==> src/rtl/req_enc32t5.sv <==
// req_enc32t5: registered 2**W-to-W request encoder with sticky pending vector and valid/ready handshake
// Ports:
//   Clk    - clock, rising edge
//   Rst_n  - asynchronous active-low reset
//   Req    - request pulses, bit i sets Pend[i] at the next edge
//   En     - allows a new index to be loaded for presentation
//   Flush  - synchronous clear of Pend and of any presented item
//   Ready  - consumer accepts Code when Valid & Ready
//   Valid  - Code holds a pending index
//   Code   - presented index (registered)
//   Pend   - pending vector (registered)
module req_enc32t5 #(
    parameter int W         = 5,
    parameter bit LSB_FIRST = 1'b1
) (
    input  logic            Clk,
    input  logic            Rst_n,
    input  logic [2**W-1:0] Req,
    input  logic            En,
    input  logic            Flush,
    input  logic            Ready,
    output logic            Valid,
    output logic [W-1:0]    Code,
    output logic [2**W-1:0] Pend
);
    localparam int N = 2**W;

    typedef enum logic {IDLE, PRESENT} state_t;

    state_t         state, state_nxt;
    logic [W-1:0]   code_nxt;
    logic [N-1:0]   pend_nxt, clr, rem;
    logic           accept;

    // Priority encoder over the registered pending bits only.
    function automatic logic [W-1:0] sel(input logic [N-1:0] v);
        sel = '0;
        if (LSB_FIRST) begin
            for (int i = N - 1; i >= 0; i--) if (v[i]) sel = W'(i);
        end else begin
            for (int i = 0; i < N; i++) if (v[i]) sel = W'(i);
        end
    endfunction

    assign Valid  = (state == PRESENT);
    assign accept = Valid && Ready;
    assign clr    = accept ? (N'(1) << Code) : '0;
    assign rem    = Pend & ~clr;

    always_comb begin
        state_nxt = state;
        code_nxt  = Code;
        // A request arriving on the bit being accepted re-sets it (set wins).
        pend_nxt  = Flush ? '0 : (rem | Req);
        if (Flush) begin
            state_nxt = IDLE;
        end else if (state == IDLE) begin
            if (En && |Pend) begin
                state_nxt = PRESENT;
                code_nxt  = sel(Pend);
            end
        end else if (accept) begin
            if (En && |rem) code_nxt = sel(rem);
            else state_nxt = IDLE;
        end
    end

    always_ff @(posedge Clk or negedge Rst_n) begin
        if (!Rst_n) begin
            state <= IDLE;
            Code  <= '0;
            Pend  <= '0;
        end else begin
            state <= state_nxt;
            Code  <= code_nxt;
            Pend  <= pend_nxt;
        end
    end
endmodule
==> config.mk <==
export PLATFORM = sky130hd
export DESIGN_NAME = req_enc32t5
export DESIGN_NICKNAME = d
export VERILOG_FILES = /design/src/rtl/req_enc32t5.sv
export SDC_FILE = /design/constraint.sdc
export NUM_CORES = 1
export LEC_CHECK = 0
export CAP_MARGIN = 5
export CELL_PAD_IN_SITES_DETAIL_PLACEMENT = 0
export CELL_PAD_IN_SITES_GLOBAL_PLACEMENT = 2
export CORE_MARGIN = 2
export CORE_UTILIZATION = 31
export DETAILED_ROUTE_END_ITERATION = 16
export GPL_ROUTABILITY_DRIVEN = 0
export PLACE_DENSITY = 0.95
export REMOVE_ABC_BUFFERS = 1
export SYNTH_ARGS = -nofsm -noshare
export SYNTH_HDL_FRONTEND = slang
export SYNTH_SLANG_ARGS = --single-unit
==> constraint.sdc <==
create_clock -name Clk -period 5.8 [get_ports Clk]
set_input_delay 1.74 -clock Clk [delete_from_list [all_inputs] [get_ports Clk]]
set_output_delay 1.74 -clock Clk [all_outputs]
set_load 0.03 [all_outputs]
==> results.txt, run 1 <==
Status = finished, final reports clean
DP HPWL = 6.85 mm
CTS tree = done
Setup CP Type = input port to flop
Initial Util = 31.7%
Cts repair resizes = 0
Global Route Usage Sum = 18.4%
Synthesis-stage register bit count = 38
Final net count = 440
Hold Path Origin = Pend[0]
Clock net sink count = 38
CP Launch Type = input port
Share of cells above drive strength 1 = 11.2%
Setup TNS = 0 ns
FILL cells = 958
PwrDens = 222 nW/um^2
R2r endpoint = Code[4]
GR peak layer = met2
Post-Place Cell Area = 3670 sq um
Netlist Area Pre-Place = 2900 sq um
First-pass GRT wire length = 14.7 mm
VDD IR max = 0.0000701 V
Rows = 35
Number of global-route vias before repair = 2850
Final-report max-slew violation count = 0
H-tree lvl count = 2
Worst R2R Path Depth = 7
RSZ-0062 raised after global routing = no
Hold Buf Count CTS = 0
Worst-path clk slew = 0.08 ns
Ports = 75
Worst reg2reg startpoint = Code[4]
Worst-skew pair later-pin latency = 0.29 ns
Headroom to the max-slew limit = 41.4%
Top cell type by total area after synthesis = dfrtp_1
Grt total ovfl = 0
Tmin final = 4.41 ns
Initial antenna violation count = 0
Slowest CP cell = clkdlybuf4s50_1
Routed via count = 2984
Hold Path Stages = 2
Number of remaining DRC errors = 0
R2R setup slack = 2.72 ns
Antenna-violating nets left = 0
Worst setup EP type = flop
Drt pass-1 iters = 5
Final hold vios = 0
Worst stage delay on the critical path = 0.62 ns
Post-Place Setup Slack = 1.13 ns
Met1 Track Usage GR = 25.4%
Largest cells by area after synthesis = dfrtp_1 (33%), nor2_1 (7.1%), a21oi_1 (5.2%)
Largest net degree at the start of global routing = 39
Global-route met3 utilization = 3.33%
Top FF cell, synth = dfrtp_1
Arr. time, crit path = 4.60 ns
Wire per inst = 18.2 um
M2 GR Usage = 29.7%
Antenna diodes = 0
Critical path data required time = 5.98 ns
Maximum clock rate = 227 MHz
Worst Path Max Fanout = 11
Final WS setup = 1.39 ns
YS warnings = 0
Yosys cell types = 68
Clk_skew = 0.00594 ns
Die W = 101 um
Tcrit/Tclk final = 76.1%
Seq/Total Area, Yosys = 32.8%
Port buffer count = 74
CTS Buf Count = 5
Die ar. = 10100 sq um
Total core area = 9150 sq um
Clock buffer depth = 2
Worst min path class = flop to flop
Hold Path Sink = Pend[0]
Lkg Pwr = 0.00144 uW
Die height = 101 um
Max-cap viol count = 0
Setup Buffers After CTS = 0
Async SR Flop Fraction = 100%
Worst slew pin tran = 0.879 ns
Area Overhead vs Synth = 29.2%
Synth Instances = 337
Clock root cell = clkbuf_8
Final instance area = 3740 sq um
Initial drt markers = 184
Final setup fails = 0
Share of the synthesized area in the top cell type = 32.8%
Final WL = 9.34 mm
Vias/cell = 5.81
Synth Area per Inst = 8.60 sq um
Number of synthesized flops with an enable pin = 0
Fin util = 40.9%
Crit path cell chain = clkdlybuf4s50_1, nand4b_1, or2_1, o32ai_1, and4_4, nand4_4, a21o_1, mux2_1
-- cells in the final DEF, fill, tap and decap left out, types with 7 or more instances in the layout --
cell             instances
a211oi_1                 7
o31a_1                   7
inv_1                   22
o31ai_1                 14
or4_1                    7
o21ai_0                 13
nor2_1                  55
dfrtp_1                 38
clkdlybuf4s50_1         73
a21oi_1                 30
nand2_1                 12
-- cells in the mapped netlist, drive strengths merged (3+ instances only) --
library cell	count
nor2	55
dfrtp	38
a21oi	30
inv	23
o31ai	18
o21ai	13
nand2	12
o31a	11
buf	10
o32ai	8
a211oi	7
clkbuf	7
nor4	7
or4	7
a31oi	6
nor3	6
or2	6
nand2b	5
nand4	5
o21a	5
or3	5
nand3	4
nor2b	4
and3	3
o211ai	3
o21bai	3
o41ai	3
-- cell families after synthesis --
family / Yosys count / share of synthesized area, %
AND/OR/NAND/NOR: 129 / 25.0
AO/OA/AOI/OAI: 128 / 34.3
buffers and inverters: 40 / 7.08
flip-flops: 38 / 32.8
multiplexers: 2 / 0.777
-- registers in the layout, indices dropped and copies added (netlist names) --
signal / cells
Code: 5
Valid: 1
Pend: 32
-- report_power, final --
part / total, uW / leakage, uW / switching [uW] / internal, uW
registers: 330 / 0.000475 / 43.4 / 287
clock network: 176 / 0.0000383 / 93.5 / 82.9
logic: 324 / 0.000927 / 202 / 123
-- stage by stage --
stage	hold slack [ns]	total power [uW]	std cells
after floorplan	0.714	511	320
after global placement	0.599	654	507
after detailed placement	0.617	655	507
after CTS	0.632	832	514
after global routing	0.661	875	514
final	0.631	831	514
-- how the worst max path moves through the flow --
stage	depth (start not counted)	endpoint	startpoint	slack, ns
finish	8	Code[4]	Ready	1.39
CTS	8	Code[4]	Ready	1.43
global placement	8	Code[4]	Ready	1.18
detailed placement	8	Code[4]	Ready	1.13
global route	8	Code[4]	Ready	1.15
floorplan	7	Code[2]	Ready	2.09
-- area by class of cell --
type,instances,area [sq um],share of cell area [%]
flip-flops and latches,38,951,25.4
multi-input cells,259,1740,46.5
inverters,23,86.3,2.31
well taps,111,139,3.71
clock buffers,7,76.3,2.04
repair buffers,76,751,20.0
-- worst max-delay path, delay by kind of cell --
family                 cells  cell delay (ns)
AND/OR/NAND/NOR            4             1.32
multiplexers               1             0.32
AO/OA/AOI/OAI              2             0.60
buffers and inverters      1             0.62
-- per-layer routing --
layer	wire, um	vias up
li1	-	1416
met1	4350	1448
met2	4340	107
met3	530	13
met4	122	0
met5	0	-
No activity file was read; power rests on OpenSTA's default activity.
==> inputs of run 2 (changes only) <==
--- a/config.mk
+++ b/config.mk
@@ -9,10 +9,10 @@
 export CELL_PAD_IN_SITES_DETAIL_PLACEMENT = 0
 export CELL_PAD_IN_SITES_GLOBAL_PLACEMENT = 2
 export CORE_MARGIN = 2
-export CORE_UTILIZATION = 31
+export CORE_UTILIZATION = 29
 export DETAILED_ROUTE_END_ITERATION = 16
 export GPL_ROUTABILITY_DRIVEN = 0
-export PLACE_DENSITY = 0.95
+export PLACE_DENSITY = 0.91
 export REMOVE_ABC_BUFFERS = 1
 export SYNTH_ARGS = -nofsm -noshare
 export SYNTH_HDL_FRONTEND = slang
==> constraint.sdc (replaced) <==
create_clock -name Clk -period 4.4 [get_ports Clk]
set_input_delay 1.32 -clock Clk [delete_from_list [all_inputs] [get_ports Clk]]
set_output_delay 1.32 -clock Clk [all_outputs]
set_load 0.03 [all_outputs]
==> results.txt, run 2 (synthesized netlist as in run 1, its figures left out) <==
PwrDens = 295 nW/um^2 (was 222 nW/um^2)
Clock root cell = clkbuf_8 (unchanged)
Tcrit/Tclk final = 85.7%
Status = finished, final reports clean (unchanged)
Worst min path class = flop to flop (unchanged)
Initial Util = 29.8% (was 31.7%)
Die W = 104 um (was 101 um)
Setup TNS = 0 ns (unchanged)
Global Route Usage Sum = 18.4% (about the same)
Vias/cell = 5.63 (was 5.81)
Setup Buffers After CTS = 0 (unchanged)
Power Internal = 666 uW (was 492 uW)
VDD IR max = 0.000116 V (was 0.0000701 V)
Largest net degree at the start of global routing = 39 (unchanged)
Number of global-route vias before repair = 3129 (was 2850)
Rows = 36 (was 35)
Antenna-violating nets left = 0 (unchanged)
Initial antenna violation count = 0 (unchanged)
Maximum clock rate = 265 MHz
Max FFs per register = 32 (unchanged)
CP Launch Type = input port (unchanged)
Ports = 75 (unchanged)
Final instance area = 3820 sq um (was 3740 sq um)
Drt pass-1 iters = 5 (unchanged)
Clock net sink count = 38 (unchanged)
Worst stage delay on the critical path = 0.50 ns (was 0.62 ns)
Worst hold slack = 0.630 ns (was 0.631 ns)
Crit path cell chain = clkdlybuf4s50_1, buf_4, nand4_2, or2_0, o32ai_2, and4_4, nand4_4, a21o_1, mux2_1 (was clkdlybuf4s50_1, nand4b_1, or2_1, o32ai_1, and4_4, nand4_4, a21o_1, mux2_1)
Most common cell after layout, fill and taps aside = clkdlybuf4s50_1 (unchanged)
Logic pwr share = 36.3% (was 39.0%)
H-tree lvl count = 2 (unchanged)
CTS tree = done (unchanged)
Worst slew pin tran = 1.02 ns (was 0.879 ns)
Cts repair resizes = 0 (unchanged)
Biggest register = Pend (unchanged)
Final setup fails = 0 (unchanged)
NetSw = 464 uW (was 339 uW)
Setup CP Type = input port to flop (unchanged)
Antenna diodes = 0 (unchanged)
Total core area = 9730 sq um (was 9150 sq um)
Final WL = 9.93 mm (was 9.34 mm)
Final hold vios = 0 (unchanged)
Worst Path Max Fanout = 10 (was 11)
Critical path data required time = 4.58 ns (was 5.98 ns)
Max-cap viol count = 0 (unchanged)
Clock buffer depth = 2 (unchanged)
Die ar. = 10800 sq um (was 10100 sq um)
Number of remaining DRC errors = 0 (unchanged)
Arr. time, crit path = 3.96 ns (was 4.60 ns)
Clock power frac = 23.2% (was 21.2%)
Port buffer count = 74 (unchanged)
FILL cells = 1012 (was 958)
Hold Buf Count CTS = 0 (unchanged)
Grt total ovfl = 0 (unchanged)
Tmin final = 3.77 ns
Slowest CP cell = clkdlybuf4s50_1 (unchanged)
Sw Share = 41.0% (was 40.8%)
Total Power = 1130 uW (was 831 uW)
Final-report max-slew violation count = 0 (unchanged)
First-pass GRT wire length = 16.3 mm (was 14.7 mm)
Sequential Power Share = 40.5% (was 39.7%)
Area Overhead vs Synth = 32.0% (was 29.2%)
Lkg Pwr = 0.00147 uW (was 0.00144 uW)
Most frequent cells in the layout = clkdlybuf4s50_1 (73), nor2_1 (55), dfrtp_1 (38) (unchanged)
Die height = 104 um (was 101 um)
RSZ-0062 raised after global routing = no (unchanged)
Wire per inst = 18.3 um (was 18.2 um)
Initial drt markers = 133 (was 184)
CTS Buf Count = 5 (unchanged)
Final net count = 445 (was 440)
DP HPWL = 7.24 mm (was 6.85 mm)
Worst setup EP type = flop (unchanged)
Share of cells above drive strength 1 = 12.7% (was 11.2%)
Clk_skew = 0.00925 ns (was 0.00594 ns)
Worst-path clk slew = 0.08 ns (about the same)
Post-Place Cell Area = 3730 sq um (was 3670 sq um)
Worst-skew pair later-pin latency = 0.30 ns (was 0.29 ns)
Headroom to the max-slew limit = 32.0% (was 41.4%)
Routed via count = 3052 (was 2984)
## run 2: path summary, 6_finish.rpt
kind                            startpoint        to  slack, ns  cells past startpoint
worst max-delay path                 Ready   Code[2]       0.63                      9
worst min-delay path               Pend[0]   Pend[0]       0.63                      2
worst max register to register     Code[0]   Code[2]       1.13                      7
worst min register to register     Pend[0]   Pend[0]       0.63                      2
max in group asynchronous            Rst_n   Pend[6]       2.71                      1
min in group asynchronous            Rst_n  Pend[25]       1.14                      1
## run 2: layout make-up
type	instances	area (sq um)	area share, %
multi-input cells	259	1740	45.5
flip-flops and latches	38	951	24.9
repair buffers	81	788	20.6
well taps	133	166	4.35
clock buffers	7	86.3	2.26
inverters	23	86.3	2.26
clock inverters	1	5.00	0.131
## run 2: power by group through the flow
stage          Clock (uW)  Combinational (uW)  Sequential [uW]
2_1_floorplan           0                 178              497
4_1_cts               265                 408              456
6_report              262                 410              458
3_3_place_gp            0                 403              463
5_1_grt               285                 440              466
3_5_place_dp            0                 406              463
## run 2: critical path, delay by kind of cell
| family | cells | cell delay [ns] |
|---|---|---|
| AO/OA/AOI/OAI | 2 | 0.61 |
| multiplexers | 1 | 0.32 |
| buffers and inverters | 2 | 0.66 |
| AND/OR/NAND/NOR | 4 | 1.04 |
## run 2: layer usage
layer	wire [um]	up-vias	share of wire, %	GRT usage [%]
li1	-	1430	-	-
met1	4550	1462	46	25.2
met2	4580	142	46	29.6
met3	635	18	6.4	3.07
met4	168	0	1.7	5.69
met5	0	-	0	0
## run 2: stage by stage
stage	util [%]	setup WS, ns	std cells
3_3_place_gp	38.4	0.417	534
6_report	39.3	0.628	542
2_1_floorplan	-	1.11	320
3_5_place_dp	38.4	0.353	534
5_1_grt	39.3	0.469	542
4_1_cts	39.3	0.655	542
==> inputs of run 3 (changes only) <==
--- a/config.mk
+++ b/config.mk
@@ -9,10 +9,10 @@
 export CELL_PAD_IN_SITES_DETAIL_PLACEMENT = 0
 export CELL_PAD_IN_SITES_GLOBAL_PLACEMENT = 2
 export CORE_MARGIN = 2
-export CORE_UTILIZATION = 29
+export CORE_UTILIZATION = 26
 export DETAILED_ROUTE_END_ITERATION = 16
 export GPL_ROUTABILITY_DRIVEN = 0
-export PLACE_DENSITY = 0.91
+export PLACE_DENSITY = 0.87
 export REMOVE_ABC_BUFFERS = 1
 export SYNTH_ARGS = -nofsm -noshare
 export SYNTH_HDL_FRONTEND = slang
==> constraint.sdc (replaced) <==
create_clock -name Clk -period 3.2 [get_ports Clk]
set_input_delay 0.96 -clock Clk [delete_from_list [all_inputs] [get_ports Clk]]
set_output_delay 0.96 -clock Clk [all_outputs]
set_load 0.03 [all_outputs]
==> results.txt, run 3 (synthesized netlist as in run 1, its figures left out) <==
Worst Path Max Fanout = 10 (unchanged)
Final hold vios = 0 (unchanged)
Setup TNS = 0 ns (unchanged)
Worst-path clk slew = 0.08 ns (about the same)
Final-report max-slew violation count = 0 (unchanged)
Worst setup EP type = flop (unchanged)
Final setup fails = 0 (unchanged)
Initial drt markers = 144 (was 133)
Most common cell after layout, fill and taps aside = clkdlybuf4s50_1 (unchanged)
Global Route Usage Sum = 17.9% (was 18.4%)
First-pass GRT wire length = 16.5 mm (was 16.3 mm)
Wire per inst = 17.0 um (was 18.3 um)
Max-cap viol count = 0 (unchanged)
Antenna-violating nets left = 0 (unchanged)
Die ar. = 12000 sq um (was 10800 sq um)
Lkg Pwr = 0.00175 uW (was 0.00147 uW)
Ports = 75 (unchanged)
Hold Path Stages = 3 (was 2)
Area Overhead vs Synth = 48.0% (was 32.0%)
Critical path data required time = 3.38 ns (was 4.58 ns)
Clock buffer depth = 2 (unchanged)
Worst slew pin tran = 0.877 ns (was 1.02 ns)
Tcrit/Tclk final = 93.0%
Max FFs per register = 32 (unchanged)
Final WL = 10.3 mm (was 9.93 mm)
Area of the multi-input gates = 1780 sq um (was 1740 sq um)
Rows = 38 (was 36)
Total core area = 10800 sq um (was 9730 sq um)
Port buffer count = 74 (unchanged)
Largest net degree at the start of global routing = 39 (unchanged)
Worst min path class = flop to flop (unchanged)
Clock root cell = clkbuf_8 (unchanged)
Antenna diodes = 0 (unchanged)
CTS tree = done (unchanged)
CTS Buf Count = 5 (unchanged)
PwrDens = 377 nW/um^2 (was 295 nW/um^2)
H-tree lvl count = 2 (unchanged)
Share of cells above drive strength 1 = 23.7% (was 12.7%)
Clk_skew = 0.00665 ns (was 0.00925 ns)
FILL cells = 1151 (was 1012)
Worst-skew pair later-pin latency = 0.29 ns (was 0.30 ns)
Number of global-route vias before repair = 3185 (was 3129)
Vias/cell = 5.30 (was 5.63)
Clock net sink count = 38 (unchanged)
CP Launch Type = input port (unchanged)
DP HPWL = 7.80 mm (was 7.24 mm)
Drt pass-1 iters = 4 (was 5)
Die height = 110 um (was 104 um)
Maximum clock rate = 336 MHz
Arr. time, crit path = 3.15 ns (was 3.96 ns)
Worst R2R Path Depth = 7 (unchanged)
VDD IR max = 0.000160 V (was 0.000116 V)
Initial antenna violation count = 0 (unchanged)
Most frequent cells in the layout = clkdlybuf4s50_1 (72), buf_4 (64), nor2_1 (55) (was clkdlybuf4s50_1 (73), nor2_1 (55), dfrtp_1 (38))
Biggest register = Pend (unchanged)
Initial Util = 26.7% (was 29.8%)
Status = finished, final reports clean (unchanged)
Grt total ovfl = 0 (unchanged)
Number of remaining DRC errors = 0 (unchanged)
Headroom to the max-slew limit = 41.5% (was 32.0%)
Setup CP Type = input port to flop (unchanged)
Final net count = 502 (was 445)
Die W = 110 um (was 104 um)
Post-Layout Cell Count = 604 (was 542)
Area occupied by registers = 951 sq um (unchanged)
RSZ-0062 raised after global routing = no (unchanged)
Tmin final = 2.98 ns
Hold Buf Count CTS = 0 (unchanged)
Routed via count = 3202 (was 3052)
Placed cells = 597 (was 534)
==> run 3: changes by cell type in the layout (fill, tap and decap cells not counted), sizes merged <==
cell,change
buf,+57
clkdlybuf4s50,-1
clkinv,-1
dlygate4sd2,+1
clkbuf,-1
==> run 3: what timing repair did <==
action,4_1_cts,5_1_grt
setup buffers,1,0
resized for setup,6,0
endpoints found under the setup margin,2,0
==> run 3: routing by layer <==
layer | vias up | track usage (%) | share of wire (%)
met3 | 10 | 2.43 | 3.8
met2 | 71 | 28.6 | 47
li1 | 1551 | - | -
met1 | 1570 | 25.1 | 48
met4 | 0 | 5.33 | 1.3
met5 | - | 0 | 0
==> run 3: per-stage QoR <==
step                power [uW]  instance area [sq um]  util, %  setup slack [ns]  hold slack (ns)
finish                    1620                   4290     39.6             0.223            0.651
floorplan                  927                   2780        -             0.274            0.664
CTS                       1630                   4290     39.6             0.243            0.646
detailed placement        1270                   4160     38.4            -0.384            0.632
global route              1710                   4290     39.6            0.0522            0.725
global placement          1270                   4160     38.4            -0.282            0.621
==> run 3: critical path, cell delays in order <==
cell and delay [ns]:
dlygate4sd2_1 0.29, buf_4 0.19, nand4b_4 0.20, o31ai_1 0.34
nand4_1 0.20, and3b_2 0.32, nand4_4 0.11, a21o_1 0.22
mux2_1 0.33
==> run 3: worst paths after layout <==
kind | from | endpoint | slack [ns]
setup / recovery | Ready | Code[4] | 0.22
hold / removal | Pend[0] | Code[0] | 0.65
setup reg to reg | Code[0] | Code[4] | 0.32
hold reg to reg | Pend[0] | Code[0] | 0.65
max in group asynchronous | Rst_n | Pend[5] | 1.87
min in group asynchronous | Rst_n | Pend[21] | 0.79
==> run 3: where the power goes <==
group | switching (uW) | internal (uW) | total, uW
sequential | 100 | 519 | 619
clock | 173 | 167 | 340
combinational | 371 | 286 | 657
==> run 3: layout make-up <==
cell class	instances	area share (%)
Tap cell	140	4.09
Inverter	23	2.01
Clock buffer	6	1.93
Multi-Input combinational cell	259	41.5
Sequential cell	38	22.2
Timing Repair Buffer	138	28.3
